## src/rtl/prga_decrypt.sv

```systemverilog
// RC4 keystream generator / decryptor over a pre-scheduled S memory.
// One message byte costs nine cycles; finish pulses once the last byte is written.
module prga_decrypt #(
  parameter int MSG_LEN = 32,
  parameter int ADDR_W  = 5
) (
  input  logic              clk,
  input  logic              rst,
  input  logic              start,
  output logic              finish,
  output logic              msg_valid,
  output logic [7:0]        s_address,
  output logic [7:0]        s_data,
  output logic              s_wren,
  input  logic [7:0]        s_q,
  output logic [ADDR_W-1:0] rom_address,
  input  logic [7:0]        rom_q,
  output logic [ADDR_W-1:0] dec_address,
  output logic [7:0]        dec_data,
  output logic              dec_wren,
  output logic [3:0]        dbg_state
);

  typedef enum logic [3:0] {
    IDLE   = 4'd0,
    RD_I   = 4'd1,
    WAIT_I = 4'd2,
    RD_J   = 4'd3,
    WAIT_J = 4'd4,
    WR_I   = 4'd5,
    WR_J   = 4'd6,
    RD_F   = 4'd7,
    WAIT_F = 4'd8,
    WR_DEC = 4'd9,
    DONE   = 4'd10
  } state_t;

  localparam logic [ADDR_W-1:0] LAST_K = ADDR_W'(MSG_LEN - 1);

  state_t            state, state_nxt;
  logic [7:0]        i, j, si, sj, f, c;
  logic [ADDR_W-1:0] k;
  logic [7:0]        dec_byte;
  logic              is_text;

  assign dbg_state = state;
  assign dec_byte  = f ^ c;
  assign is_text   = ((dec_byte >= 8'h61) && (dec_byte <= 8'h7a)) || (dec_byte == 8'h20);

  always_ff @(posedge clk or negedge rst) begin
    if (!rst) state <= IDLE;
    else      state <= state_nxt;
  end

  // Datapath registers; every update is tied to the state doing the work.
  always_ff @(posedge clk or negedge rst) begin
    if (!rst) begin
      i         <= 8'd0;
      j         <= 8'd0;
      k         <= '0;
      si        <= 8'd0;
      sj        <= 8'd0;
      f         <= 8'd0;
      c         <= 8'd0;
      msg_valid <= 1'b0;
    end else begin
      case (state)
        IDLE: if (start) begin
          i         <= 8'd0;
          j         <= 8'd0;
          k         <= '0;
          msg_valid <= 1'b1;
        end
        RD_I:   i <= i + 8'd1;
        WAIT_I: begin
          si <= s_q;
          j  <= j + s_q;
        end
        WAIT_J: sj <= s_q;
        WAIT_F: begin
          f <= s_q;
          c <= rom_q;
        end
        WR_DEC: begin
          if (!is_text) msg_valid <= 1'b0;
          if (k != LAST_K) k <= k + 1'b1;
        end
        default: ;
      endcase
    end
  end

  always_comb begin
    state_nxt   = state;
    finish      = 1'b0;
    s_address   = 8'd0;
    s_data      = 8'd0;
    s_wren      = 1'b0;
    rom_address = '0;
    dec_address = '0;
    dec_data    = 8'd0;
    dec_wren    = 1'b0;
    case (state)
      IDLE:   if (start) state_nxt = RD_I;
      RD_I: begin
        s_address = i + 8'd1;
        state_nxt = WAIT_I;
      end
      WAIT_I: state_nxt = RD_J;
      RD_J: begin
        s_address = j;
        state_nxt = WAIT_J;
      end
      WAIT_J: state_nxt = WR_I;
      WR_I: begin
        s_address = i;
        s_data    = sj;
        s_wren    = 1'b1;
        state_nxt = WR_J;
      end
      WR_J: begin
        s_address = j;
        s_data    = si;
        s_wren    = 1'b1;
        state_nxt = RD_F;
      end
      RD_F: begin
        s_address   = si + sj;
        rom_address = k;
        state_nxt   = WAIT_F;
      end
      WAIT_F: state_nxt = WR_DEC;
      WR_DEC: begin
        dec_address = k;
        dec_data    = dec_byte;
        dec_wren    = 1'b1;
        state_nxt   = (k == LAST_K) ? DONE : RD_I;
      end
      DONE: begin
        finish    = 1'b1;
        state_nxt = IDLE;
      end
      default: state_nxt = IDLE;
    endcase
  end

endmodule

```

## config.mk

```make
export PLATFORM = sky130hd
export DESIGN_NAME = prga_decrypt
export DESIGN_NICKNAME = d
export VERILOG_FILES = /design/src/rtl/prga_decrypt.sv
export SDC_FILE = /design/constraint.sdc
export NUM_CORES = 1
export LEC_CHECK = 0
export CORE_MARGIN = 4
export CORE_UTILIZATION = 53
export CTS_CLUSTER_SIZE = 24
export DETAILED_ROUTE_END_ITERATION = 6
export GPL_TIMING_DRIVEN = 0
export HOLD_SLACK_MARGIN = 0.03
export PLACE_DENSITY_LB_ADDON = 0.15
export SYNTH_ARGS = -nofsm -noshare
export SYNTH_HDL_FRONTEND = slang
export SYNTH_SLANG_ARGS = --single-unit
```

## constraint.sdc

```tcl
create_clock -name clk -period 2.6 [get_ports clk]
set_clock_uncertainty 0.2 [all_clocks]
set_input_delay 0.26 -clock clk [delete_from_list [all_inputs] [get_ports clk]]
set_output_delay 0.26 -clock clk [all_outputs]
set_load 0.02 [all_outputs]
```

Word-level counts from Yosys, hierarchy flattened
Index checks and enable logic that the tools add are counted. Widths: inputs -> output; s select.

Register bits: 58. Input bits: 19. Output and inout port bits: 42. Logic and storage cells: 64.

$add $sub $neg: 4. Magnitude comparators: 2. Eq/ne operators: 16. Mux-type cells: 20. Bitwise logic cells: 1. Reduce and logical (&&, ||, !) cells: 12.

Operators by type and width (count): $pmux 8 s2 (3); $pmux 4 s10 (1); $pmux 8 s4 (1); $mux 5 (4); $add 8x8->8 (2); $eq 4x3->1 const B (4); $mux 8 (2); $eq 4x4->1 const B (3); $pmux 5 s2 (1); $add 8x1->8 const B (1); $eq 4x2->1 const B (2); $eq 8x6->1 const B (1); $ge 8x7->1 const B (1); $le 8x7->1 const B (1); $mux 4 (2); $xor 8x8->8 (1); $ne 2x2->1 const B (3); $reduce_and 3->1 (2); $reduce_bool 2->1 (3); $add 5x1->5 const B (1); $eq 5x5->1 const B (1); $mux 1 (5); $ne 5x5->1 const B (1); $eq 4x1->1 const B (1); other kinds (6) (8).

Logic depth before layout (Yosys ltp)
Depth in word-level cells: 6. Mapped depth: 8. Mapped depth without buffers: 8.

Worst setup path before layout
No wires, ideal clock.

Path type: reg2out. From: reg si[0]. To: out s_address[6]. Arrival: 1.932 ns. Required time: 2.140 ns. Path slack: 0.208 ns. Cell stages (with the launch flop): 9. Path buffers: 0. Cell sequence: dfrtp_1 ha_1 inv_1 fa_1 nor2b_1 o21ai_0 a21boi_0 mux2i_1 a2111o_1.

Word-level cells in the longest chain between the ends: 2.

RTL lines: start, declared (line 41) `logic [7:0] i, j, si, sj, f, c;`; start signal, assigned (line 76) `si <= s_q;`; $add 8x8->8 (line 128) `s_address = si + sj;`; $pmux 8 s4 (line 103) `case (state)`; end, declared (line 12) `output logic [7:0] s_address,`.

No other way between the ends.

Worst setup path after layout
From: reg sj[0]. To: out s_address[6].

Word-level cells in the longest chain between the ends: 2.

RTL lines: start, declared (line 41); start signal, assigned (line 79) `WAIT_J: sj <= s_q;`; $add 8x8->8 (line 128); $pmux 8 s4 (line 103).

No other way between the ends.

==> impl_results.md <==
* Final Max Slew Viols at 0
* IO Count at 61
* Initial Utilization at 55.3%
* WL final at 9.46 mm
* Initial antenna violation count at 0
* Top_reg_cell synth: dfrtp_1
* Hold crit path type: in -> async
* DRT Pass-1 Iters at 7
* DR vias/cell at 5.85
* Worst setup EP type: output port
* XOR/XNOR share of the synthesized area at roughly 5.4%
* Synth Area in Simple Gates at about a fifth
* Largest family of logic cells by synthesized area: simple AND/OR/NAND/NOR gates
* Adder-Cell Fraction of Synth Area at 7.11%
* PwrDens at 1230 nW/um^2
* Critical Path AT at approximately 2300 ps
* Final setup violation count at 1
* Synth Register Bits at 58
* Multiplexer share of the synthesized area at roughly 8%
* Row cnt at 29
* Total grt overflow at 0
* Non-Filler Instances at ~530
* Placement Setup Slack at -414 ps
* Clock tree buffer depth at 2
* Sink Count at 58
* Vias in the first global route at 3144
* Netlist cell types at 50
* DRC viols at 0
* Worst Path Class, Setup: reg -> out
* Slew @ Worst Pin at 807 ps
* Outcome: finished with violations
* Compound-cell area share of the yosys netlist at between 10% and 20%
* HPWL Detailed at 6.60 mm
* Combinational Power Share at 56.5%
* First-pass GRT wire length at 15.5 mm
* Via count at 3108
* Later-pin clock latency in the skew report at 340 ps
* Post-synthesis sequential area ratio at 40.8%
* Final net count at 487
* Syn Inst Count at 373
* Lkg Pwr at 2.34 nW
* Die W at 89.9 um
* TritonCTS Buffers at 9
* Final WS setup at -174 ps
* Mapped Avg Cell Area at between 9 and 10 um^2
* IR drop worst, VDD at 0.000679 V
* Gr usage total at 23.6%
* Fin Hold WS at between 200 and 250 ps
* Starting DRT DRC Count at 216
* Clk slew on worst S/H paths at 70 ps
* Violated checks: setup timing
* Sw frac at 45.0%
* Area growth syn-to-layout at 30.1%
* WP data required at 2140 ps
* Fmax at roughly 0.36 GHz
* Power Internal at 3.12 mW
* Post-synth ARST share at 100%
* Yosys top cell by area: dfrtp_1
* Final Hold Violating Endpoints at 0
* Antenna Nets Post-Route at 0
* Syn_nets at between 400 and 500
* Diode count at 0
* Synth Cell Area at 3550 um^2
* Top-count cell post-synth: dfrtp_1
* Max_slew headroom at 45.9%
* Port Buf Inserts at 60
* RSZ-0062 raised after global routing: yes
* EDFF count, synth at 0
* Sequential power share at roughly 29%
* Synth area leaders: dfrtp_1 41%, mux2_2 7.3%, ha_1 6.0%
* Chip height at 89.9 um
* Placed Cells at 511
* Clk pwr share at around 15%
* Pin count of the biggest net entering global routing at 39
* Tcrit/Tclk final at 107%
* CP max FO at 3
* Sw power at 2.55 mW
* Share of layout cells above drive strength 1 at 20.5%
* H-tree depth at 3
* Period minus WS final at ~2800 ps
* Die Area at between 8000 and 9000 um^2
* Startpoint types: flip-flop
* Post-synth top cells: 58 x dfrtp_1, 45 x nand2_1, 37 x nor2_1, 29 x o21ai_0, 23 x mux2_2
* WL/cell at 17.8 um
* CTS tree: built
* Core area at 6420 um^2
* Max cap viols at 0
* Placer Congestion at 0.898
* Synth top area share at 40.8%
* Root buf cell: clkbuf_8
* Syn. warnings at 0
==> final timing paths <==
kind                                         from               end  slack, ps  depth (start not counted)
worst max-delay path            sj[0]$_DFFE_PN0P_      s_address[6]       -170                          9
worst min-delay path                          rst  i[3]$_DFFE_PN0P_        220                          2
worst max register to register   j[0]$_DFFE_PN0P_  j[6]$_DFFE_PN0P_        130                          7
worst min register to register   c[3]$_DFFE_PN0P_  c[3]$_DFFE_PN0P_        330                          1
max in group asynchronous                     rst  f[2]$_DFFE_PN0P_       1400                          3
min in group clk                         rom_q[6]  c[6]$_DFFE_PN0P_        330                          2
==> power groups by stage <==
stage	Clock [mW]	Combinational, mW	Sequential [mW]
after global routing	0.912	3.50	1.68
after floorplan	0	2.05	1.56
after CTS	0.852	3.07	1.61
final	0.842	3.20	1.63
after global placement	0	2.87	1.58
after detailed placement	0	2.95	1.61
==> layer usage <==
metal  routed length [um]  global-route usage, %
met5                    0                      0
met4                  186                   8.42
met3                  514                   4.76
met2                 4520                   37.9
met1                 4240                   31.8
==> cell type report <==
class / instances / area, um^2
multi-input cells: 296 / 2140
fillers: 511 / 1800
flip-flops and latches: 58 / 1460
repair buffers: 65 / 624
clock buffers: 10 / 128
well taps: 77 / 96.3
plain buffers: 11 / 80.1
clock inverters: 6 / 66.3
inverters: 8 / 30.0
==> worst max-delay path: stages (launching register included) <==
cell,delay (ps)
dfrtp_1,410
ha_4,160
inv_2,40
fa_2,350
nor2b_1,120
o21ai_1,90
a21boi_1,170
mux2i_1,100
a2111o_1,380
buf_6,150
==> timing repair <==
item | in CTS | in global routing
pin swaps | 7 | 8
resized for setup | 68 | 53
setup buffers | 3 | 1
hold endpoints to repair | 20 | 0
endpoints found under the setup margin | 35 | 31
hold buffers | 1 | 0
==> registers in the layout (all words and copies together), names as in the netlist <==
register	count
j	8
k	5
msg_valid	1
c	8
dbg_state	4
f	8
i	8
si	8
sj	8
==> cells in the final DEF, fill, tap and decap left out, types with 8 or more instances in the layout <==
master / Yosys / routed
xor2_1: 10 / 10
o21ai_0: 29 / 24
clkdlybuf4s50_1: 0 / 24
xnor2_1: 12 / 12
nand2b_1: 8 / 8
and2_1: 12 / 12
a22o_1: 15 / 15
clkbuf_8: 0 / 10
nor2_1: 37 / 33
buf_4: 3 / 11
dlymetal6s2s_1: 0 / 14
ha_1: 17 / 14
dfrtp_1: 58 / 55
nand2_1: 45 / 44
mux2_2: 23 / 23
a21oi_1: 15 / 15
clkbuf_2: 0 / 9
==> per-stage QoR <==
stage | total power [mW] | util [%] | area [um^2] | setup TNS (ps)
global placement | 4.45 | 66.2 | 4250 | -50150
finish | 5.68 | 72.0 | 4620 | -174
global route | 6.10 | 72.0 | 4620 | -357
floorplan | 3.60 | - | 3550 | 0
CTS | 5.53 | 70.9 | 4550 | -173
detailed placement | 4.55 | 66.4 | 4270 | -3910
==> cells by family after synthesis <==
family,Yosys count
xor+xnor,22
compound gates,86
buf+inv,19
fa+ha+maj,19
mux,25
simple gates,144
flops,58
No activity file was read; power rests on OpenSTA's default activity.
